**config.mk**
```make
export PLATFORM = sky130hd
export DESIGN_NAME = mem_stage
export DESIGN_NICKNAME = d
export VERILOG_FILES = /design/src/rtl/mem_stage.sv
export SDC_FILE = /design/constraint.sdc
export NUM_CORES = 1
export LEC_CHECK = 0
export ABC_AREA = 1
export CORE_ASPECT_RATIO = 1.2
export CORE_MARGIN = 4
export CORE_UTILIZATION = 47
export DETAILED_ROUTE_END_ITERATION = 12
export GPL_TIMING_DRIVEN = 0
export PLACE_DENSITY = 0.78
export SYNTH_ARGS = -nofsm -noshare
export SYNTH_HDL_FRONTEND = slang
export SYNTH_SLANG_ARGS = --single-unit
```
**constraint.sdc**
```tcl
create_clock -name clk -period 17.06 [get_ports clk]
set_input_delay 3.412 -clock clk [delete_from_list [all_inputs] [get_ports clk]]
set_output_delay 3.412 -clock clk [all_outputs]
set_load 0.1 [all_outputs]
```
**src/rtl/mem_stage.sv**
```systemverilog
// mem_stage: RV32I memory-access stage; clk/rst, EX/MEM word in, dmem req/resp handshake, stall out, registered MEM/WB word, load data and misaligned flag out
package rv32i_pkg;
  typedef enum logic [6:0] {
    op_none  = 7'b0000000,
    op_lui   = 7'b0110111,
    op_auipc = 7'b0010111,
    op_jal   = 7'b1101111,
    op_jalr  = 7'b1100111,
    op_br    = 7'b1100011,
    op_load  = 7'b0000011,
    op_store = 7'b0100011,
    op_imm   = 7'b0010011,
    op_reg   = 7'b0110011
  } rv32i_opcode;
  typedef struct packed {
    rv32i_opcode opcode;
    logic [3:0]  mem_byte_enable;
    logic [2:0]  store_type;
    logic [2:0]  load_type;
  } ctrl_word;
  typedef struct packed {
    logic        valid;
    ctrl_word    ctrl;
    logic [31:0] pc;
    logic [2:0]  funct3;
    logic [31:0] alu;
    logic [31:0] rs2;
    logic [4:0]  rd;
  } stage_regs;
endpackage

module mem_stage
  import rv32i_pkg::*;
(
  input  logic        clk,
  input  logic        rst,
  input  stage_regs   ex_mem_in,
  input  logic [31:0] dmem_rdata,
  input  logic        dmem_resp,
  output logic        dmem_read,
  output logic        dmem_write,
  output logic [31:0] dmem_address,
  output logic [31:0] dmem_wdata,
  output logic [3:0]  dmem_byte_enable,
  output logic        stall,
  output stage_regs   mem_wb_out,
  output logic [31:0] mem_wb_rdata,
  output logic        mem_wb_misaligned
);
  typedef enum logic {IDLE, ACCESS} state_t;
  state_t state, next_state;
  stage_regs lat;
  logic [31:0] addr, wdata, wdata_fmt, sel, load_fmt;
  logic [3:0] mask, mask_fmt;
  logic is_write, is_mem, is_store, misaligned, req_ok;
  logic [1:0] off;
  logic [1:0] sz;
  // funct3[1:0] encodes access size for both loads and stores
  always_comb begin
    off = ex_mem_in.alu[1:0];
    sz = ex_mem_in.funct3[1:0];
    is_store = ex_mem_in.ctrl.opcode == op_store;
    is_mem = ex_mem_in.valid & (is_store | ex_mem_in.ctrl.opcode == op_load);
    misaligned = (sz == 2'b01 & off[0]) | (sz == 2'b10 & off != 2'b00);
    req_ok = is_mem & ~misaligned;
    wdata_fmt = sz == 2'b00 ? {4{ex_mem_in.rs2[7:0]}} :
                sz == 2'b01 ? {2{ex_mem_in.rs2[15:0]}} : ex_mem_in.rs2;
    mask_fmt = ~is_store ? 4'b1111 :
               sz == 2'b00 ? 4'b0001 << off :
               sz == 2'b01 ? 4'b0011 << off : 4'b1111;
    sel = dmem_rdata >> {lat.alu[1:0], 3'b000};
    load_fmt = lat.funct3 == 3'b000 ? {{24{sel[7]}}, sel[7:0]} :
               lat.funct3 == 3'b100 ? {24'b0, sel[7:0]} :
               lat.funct3 == 3'b001 ? {{16{sel[15]}}, sel[15:0]} :
               lat.funct3 == 3'b101 ? {16'b0, sel[15:0]} : dmem_rdata;
    stall = state == IDLE ? req_ok : ~dmem_resp;
    next_state = state == IDLE ? (req_ok ? ACCESS : IDLE) : (dmem_resp ? IDLE : ACCESS);
    dmem_read = state == ACCESS & ~is_write;
    dmem_write = state == ACCESS & is_write;
    dmem_address = addr;
    dmem_wdata = wdata;
    dmem_byte_enable = mask;
  end
  always_ff @(posedge clk or posedge rst) begin
    if (rst) begin
      state <= IDLE;
      lat <= '0;
      addr <= '0;
      wdata <= '0;
      mask <= '0;
      is_write <= 1'b0;
      mem_wb_out <= '0;
      mem_wb_rdata <= '0;
      mem_wb_misaligned <= 1'b0;
    end else begin
      state <= next_state;
      if (state == IDLE && req_ok) begin
        lat <= ex_mem_in;
        addr <= {ex_mem_in.alu[31:2], 2'b00};
        wdata <= wdata_fmt;
        mask <= mask_fmt;
        is_write <= is_store;
      end
      // a stalled edge inserts a bubble so WB never sees the same word twice
      if (stall) begin
        mem_wb_out.valid <= 1'b0;
      end else if (state == IDLE) begin
        mem_wb_out <= ex_mem_in;
        mem_wb_rdata <= '0;
        mem_wb_misaligned <= is_mem & misaligned;
      end else begin
        mem_wb_out <= lat;
        mem_wb_rdata <= is_write ? 32'h0 : load_fmt;
        mem_wb_misaligned <= 1'b0;
      end
    end
  end
endmodule

```
# ---- Yosys cells after proc, flatten, opt, wreduce, memory -nomap -nowiden
# Index checks and enable logic that the tools add are counted.
# W data, S select, Z words.
dict set report word_totals {
  wordCells 72
  register_bits 345
  out_inout_bits 226
}
dict set report op_classes {
  n_mux 18
  reduce_logical 4
  n_eq_ne 7
  bitwise 13
  n_shift 3
}
# cell count
set op_table {}
lappend op_table {{$mux W32} 8}
lappend op_table {{$mux W122} 1}
lappend op_table {{$shr A32 B5 Y16} 1}
lappend op_table {{$mux W4} 3}
lappend op_table {{$and A1 B1 Y1} 7}
lappend op_table {{$eq A7 B2 Y1 const B} 1}
lappend op_table {{$eq A7 B6 Y1 const B} 1}
lappend op_table {{$eq A3 B3 Y1 const B} 2}
lappend op_table {{$mux W1} 6}
lappend op_table {{$not A1 Y1} 4}
lappend op_table {{$shl A1 B2 Y4 const A} 1}
lappend op_table {{$shl A2 B2 Y4 const A} 1}
lappend op_table {{$eq A3 B1 Y1 const B} 1}
lappend op_table {{$logic_not A3 Y1} 1}
lappend op_table {{$eq A2 B1 Y1 const B} 1}
lappend op_table {{$eq A2 B2 Y1 const B} 1}
lappend op_table {{$logic_not A2 Y1} 1}
lappend op_table {{$or A1 B1 Y1} 2}
lappend op_table {{$reduce_bool A2 Y1} 1}
lappend op_table {{$logic_and A1 B1 Y1} 1}

# ---- Depth between registers and ports, before layout
dict set report depth {
  ltp_word 7
  depth_mapped 12
  mapped_depth_nobuf 10
}

# ---- Worst setup path before layout
# No wires, ideal clock.
dict set report synth_timing {
  path_type {input to output}
  startpoint {in ex_mem_in[38] in the netlist's numbering}
  endpoint {out stall}
  cell_stages 9
  arrival_time_ns 4.501
  setup_slack_ns 9.147
  path_buffers 2
  t_required_ns 13.648
  path_cell_list {inv_1 > ha_1 > nand3b_1 > nand2_1 > inv_2 > nand3_4 > nand2_2 > buf_6 > buf_6}
}
dict set report synth_between {
  elab_chain_len 6
}
# element line_no
set synth_rtl {}
lappend synth_rtl {{start: declaration} 37} ;# input stage_regs ex_mem_in,
lappend synth_rtl {{$reduce_bool A2 Y1} 64} ;# misaligned = (sz == 2'b01 & off[0]) | (sz == 2'b10 & off != 2'b00);
lappend synth_rtl {{$and A1 B1 Y1} 64}
lappend synth_rtl {{$or A1 B1 Y1} 64}
lappend synth_rtl {{$not A1 Y1} 65} ;# req_ok = is_mem & ~misaligned;
lappend synth_rtl {{$and A1 B1 Y1} 65}
lappend synth_rtl {{$mux W1} 76} ;# stall = state == IDLE ? req_ok : ~dmem_resp;
lappend synth_rtl {{end: declaration} 45} ;# output logic stall,
# No other way between the ends.

# ---- Worst setup path after layout
# Same ends and word-level chain as after synthesis.

==> reports/qor.csv <==
stage,metric,value,unit
status,outcome,"finished, final reports clean",
grt,antenna violations before repair,3,
synthesis,number of enable-type register cells in the synthesized netlist,0,
synthesis,Synth Area per Inst,7.74,um2
critical_path,maximum fanout along the worst path,11,
grt,met1 track utilization from global routing,34.6,%
die,Core Box Area,30600,um2
critical_path,number of cell instances on the worst register-to-register path,8,
die,height of the chip,201,um
clocking,total of cells resized after clock tree synthesis,0,
critical_path,Worst Setup End Kind,output pin,
die,boundary pin count,383,
detailed_routing,DRT iter0 DRCs,1149,
critical_path,critical path launch point type,input pin,
critical_path,logic depth of the worst setup path including buffers,11,
sta,final critical path time including I/O delays and setup,9.82,ns
critical_path,cells along the critical path,clkdlybuf4s50_1 -> inv_1 -> ha_1 -> nand3b_1 -> nand2_1 -> inv_2 -> nand3_4 -> nand2_2 -> buf_6 -> buf_6 -> clkdlybuf4s50_1,
clocking,total number of clock tree sinks,307,
detailed_routing,Vias/cell,5.18,
grt,via count of the first global-routing pass,14400,
clocking,CTS Hold Buffers Added,0,
layout,"Area growth, synth to finish",37.4,%
sta,RSZ-0062 raised after global routing,false,
die,Total Die Area,34000,um2
clocking,setup fix buffers added after clock tree synthesis,0,
power,leak pwr,9.94,nW
critical_path,Setup CP Type,input pin to output pin,
synthesis,cell taking the most area after synthesis,sky130_fd_sc_hd__dfrtp_1,
grt,grt met3 use,6.90,%
detailed_routing,drt first pass iters,5,
die,initial core utilization,47.8,%
sta,worst setup slack after layout,7.24,ns
detailed_routing,final wirelength,49400,um
grt,"Most Used Layer, Global Route",met2,
detailed_routing,total number of vias,14100,
job,number of max-capacitance violations reported,0,
sta,final-report setup violation count,0,
synthesis,Yosys top cell area share,52.6,%
sta,highest attainable clock frequency,102,MHz
power,worst vdd rail ir drop,0.0848,mV
layout,share of layout cells above drive strength 1,7.70,%
worst_hold_path,worst hold-check path type,flip-flop to flip-flop,
worst_hold_path,Hold Path Cell Cnt,2,
synthesis,count of different cell masters after synthesis,30,
critical_path,total buffers and inverters traversed by the critical path,6,
clocking,Root Buffer,sky130_fd_sc_hd__clkbuf_16,
sta,Max-slew headroom,27.3,%
clocking,CTS tree,built,
detailed_routing,post-route DRC violation count,0,
grt,wire length of the first global-routing pass,77100,um
grt,global-route total usage across every layer,28.3,%
sta,slew at the pin closest to its max-slew limit,1.09,ns
power,PD cells,106,nW/um2
grt,remaining global-route overflow,0,
sta,count of pins over their slew limit,0,
clocking,clock tree buffer depth,3,
detailed_routing,residual antenna-violating net count after detailed routing,0,
synthesis,most common library cells after synthesis,"sky130_fd_sc_hd__nand2_1, sky130_fd_sc_hd__dfrtp_1, sky130_fd_sc_hd__o21ai_0",
sta,Total Neg Setup Slack,0,ns
critical_path,Critical Path AT,6.41,ns
synthesis,number of synthesis warnings,0,
synthesis,"Cell Area, Synth",14600,um2
die,# rows,70,
synthesis,cells taking the most area after synthesis,"sky130_fd_sc_hd__dfrtp_1, sky130_fd_sc_hd__nand2_1, sky130_fd_sc_hd__o21ai_0, sky130_fd_sc_hd__inv_1, sky130_fd_sc_hd__buf_4",
placed_design,number of port buffers,380,
die,die width,169,um
placed_design,Post-DP HPWL,36600,um
critical_path,stage delay of the slowest cell on the critical path,1.15,ns
clocking,TritonCTS buffer count,31,
clocking,clock insertion delay at the later pin of the skew report,0.56,ns
sta,final clock period utilization by the worst path,57.6,%
synthesis,"count leader, synth",sky130_fd_sc_hd__nand2_1,
critical_path,critical path required time,13.65,ns
synthesis,"flops & latches, synth",307,
critical_path,CP max-delay cell,sky130_fd_sc_hd__clkdlybuf4s50_1,
grt,met2 demand-to-capacity share in global routing,47.3,%
synthesis,post-synthesis sequential area ratio,52.6,%
synthesis,"Async S/R FF share, synth",100,%
placed_design,Routability Congestion,0.924,
grt,pin count of the biggest net entering global routing,124,
clocking,H-tree Lvls,1,
placed_design,worst slack after detailed placement,7.22,ns
sta,Final Skew,0.0126,ns
critical_path,dominant delay contributor by cell family on the critical path,buffers and inverters,
clocking,clock transition at the registers of the reported paths,0.06,ns
layout,# nets final,2465,
sta,number of endpoints with negative hold slack in the final report,0,
detailed_routing,average detailed-routed wire length per instance,18.1,um
synthesis,top flip-flop cell by instance count after synthesis,sky130_fd_sc_hd__dfrtp_1,
synthesis,number of cells produced by synthesis,1888,
==> stage by stage <==
step / total power, mW / cell area, um2 / hold slack (ns) / std cells / utilization [%]
detailed placement: 1.41 / 19000 / 0.453 / 2667 / 62.1
CTS: 2.15 / 20100 / 0.470 / 2721 / 65.6
global route: 2.21 / 20100 / 0.481 / 2724 / 65.6
global placement: 1.40 / 18900 / 0.449 / 2665 / 61.9
finish: 2.13 / 20100 / 0.467 / 2724 / 65.6
floorplan: 1.24 / 14600 / 0.433 / 1889 / -
==> sequential cells by signal (all words and copies together), names as in the netlist <==
register           flops
lat                  122
mem_wb_out           122
mem_wb_rdata          32
dmem_wdata            24
dmem_byte_enable       4
is_write               1
mem_wb_misaligned      1
state                  1
==> cell usage in the layout (no fill, tap or decap), types with 13 or more instances in the layout <==
master	n
sky130_fd_sc_hd__nand2_1	855
sky130_fd_sc_hd__clkdlybuf4s50_1	380
sky130_fd_sc_hd__dfrtp_1	307
sky130_fd_sc_hd__o21ai_0	263
sky130_fd_sc_hd__inv_1	150
sky130_fd_sc_hd__buf_4	61
sky130_fd_sc_hd__nand3_1	48
sky130_fd_sc_hd__nor2_1	39
sky130_fd_sc_hd__clkbuf_1	36
sky130_fd_sc_hd__buf_2	34
sky130_fd_sc_hd__clkbuf_16	31
sky130_fd_sc_hd__a21oi_1	21
sky130_fd_sc_hd__buf_6	13
==> metal layers <==
| layer | vias up | share of wire, % |
|---|---|---|
| met2 | 598 | 47 |
| met3 | 137 | 8.9 |
| met1 | 6723 | 39 |
| met5 | - | 0 |
| li1 | 6648 | - |
| met4 | 0 | 5.3 |
==> path summary, 6_finish.rpt <==
check	start	to	slack, ns
hold reg to reg	lat[116]$_DFFE_PP0P_	lat[116]$_DFFE_PP0P_	0.47
min in group asynchronous	rst	lat[42]$_DFFE_PP0P_	3.37
setup reg to reg	state$_DFF_PP0_	mem_wb_rdata[24]$_DFFE_PP0N_	15.06
setup / recovery	ex_mem_in[38]	stall	7.24
max in group asynchronous	rst	dmem_byte_enable[1]$_DFFE_PP0P_	12.63
hold / removal	lat[116]$_DFFE_PP0P_	lat[116]$_DFFE_PP0P_	0.47
==> logic make-up (layout without fill, tap and decap cells) <==
logic type      count (synthesis)  count (layout)  synth area share (%)
compound gates                315             315                  11.3
fa+ha+maj                       4               4                 0.343
buf+inv                       308             744                  10.5
flops                         307             307                  52.6
other cells                     1               5                0.0257
simple gates                  953             953                  25.2
==> area by class of cell <==
class	count	area, um2
sequential	307	7680
fill	2580	10500
clock inverter	10	203
inverter	157	597
tap	396	495
multi-input combinational	1274	5390
timing repair buffer	382	3860
buffer	151	946
antenna	3	7.51
clock buffer	44	885
==> worst min-delay path, cell delays in order (launching register included) <==
cell and delay [ns]:
sky130_fd_sc_hd__dfrtp_1 0.34, sky130_fd_sc_hd__nand2_1 0.05, sky130_fd_sc_hd__inv_1 0.04
==> power breakdown <==
part / internal, mW / switching [mW] / leakage (nW) / total (mW)
clock network: 0.448 / 0.287 / 0.530 / 0.735
registers: 0.787 / 0.0376 / 3.89 / 0.825
logic: 0.155 / 0.420 / 5.52 / 0.575
total: 1.39 / 0.744 / 9.94 / 2.13
(Power assumes the default switching activity.)
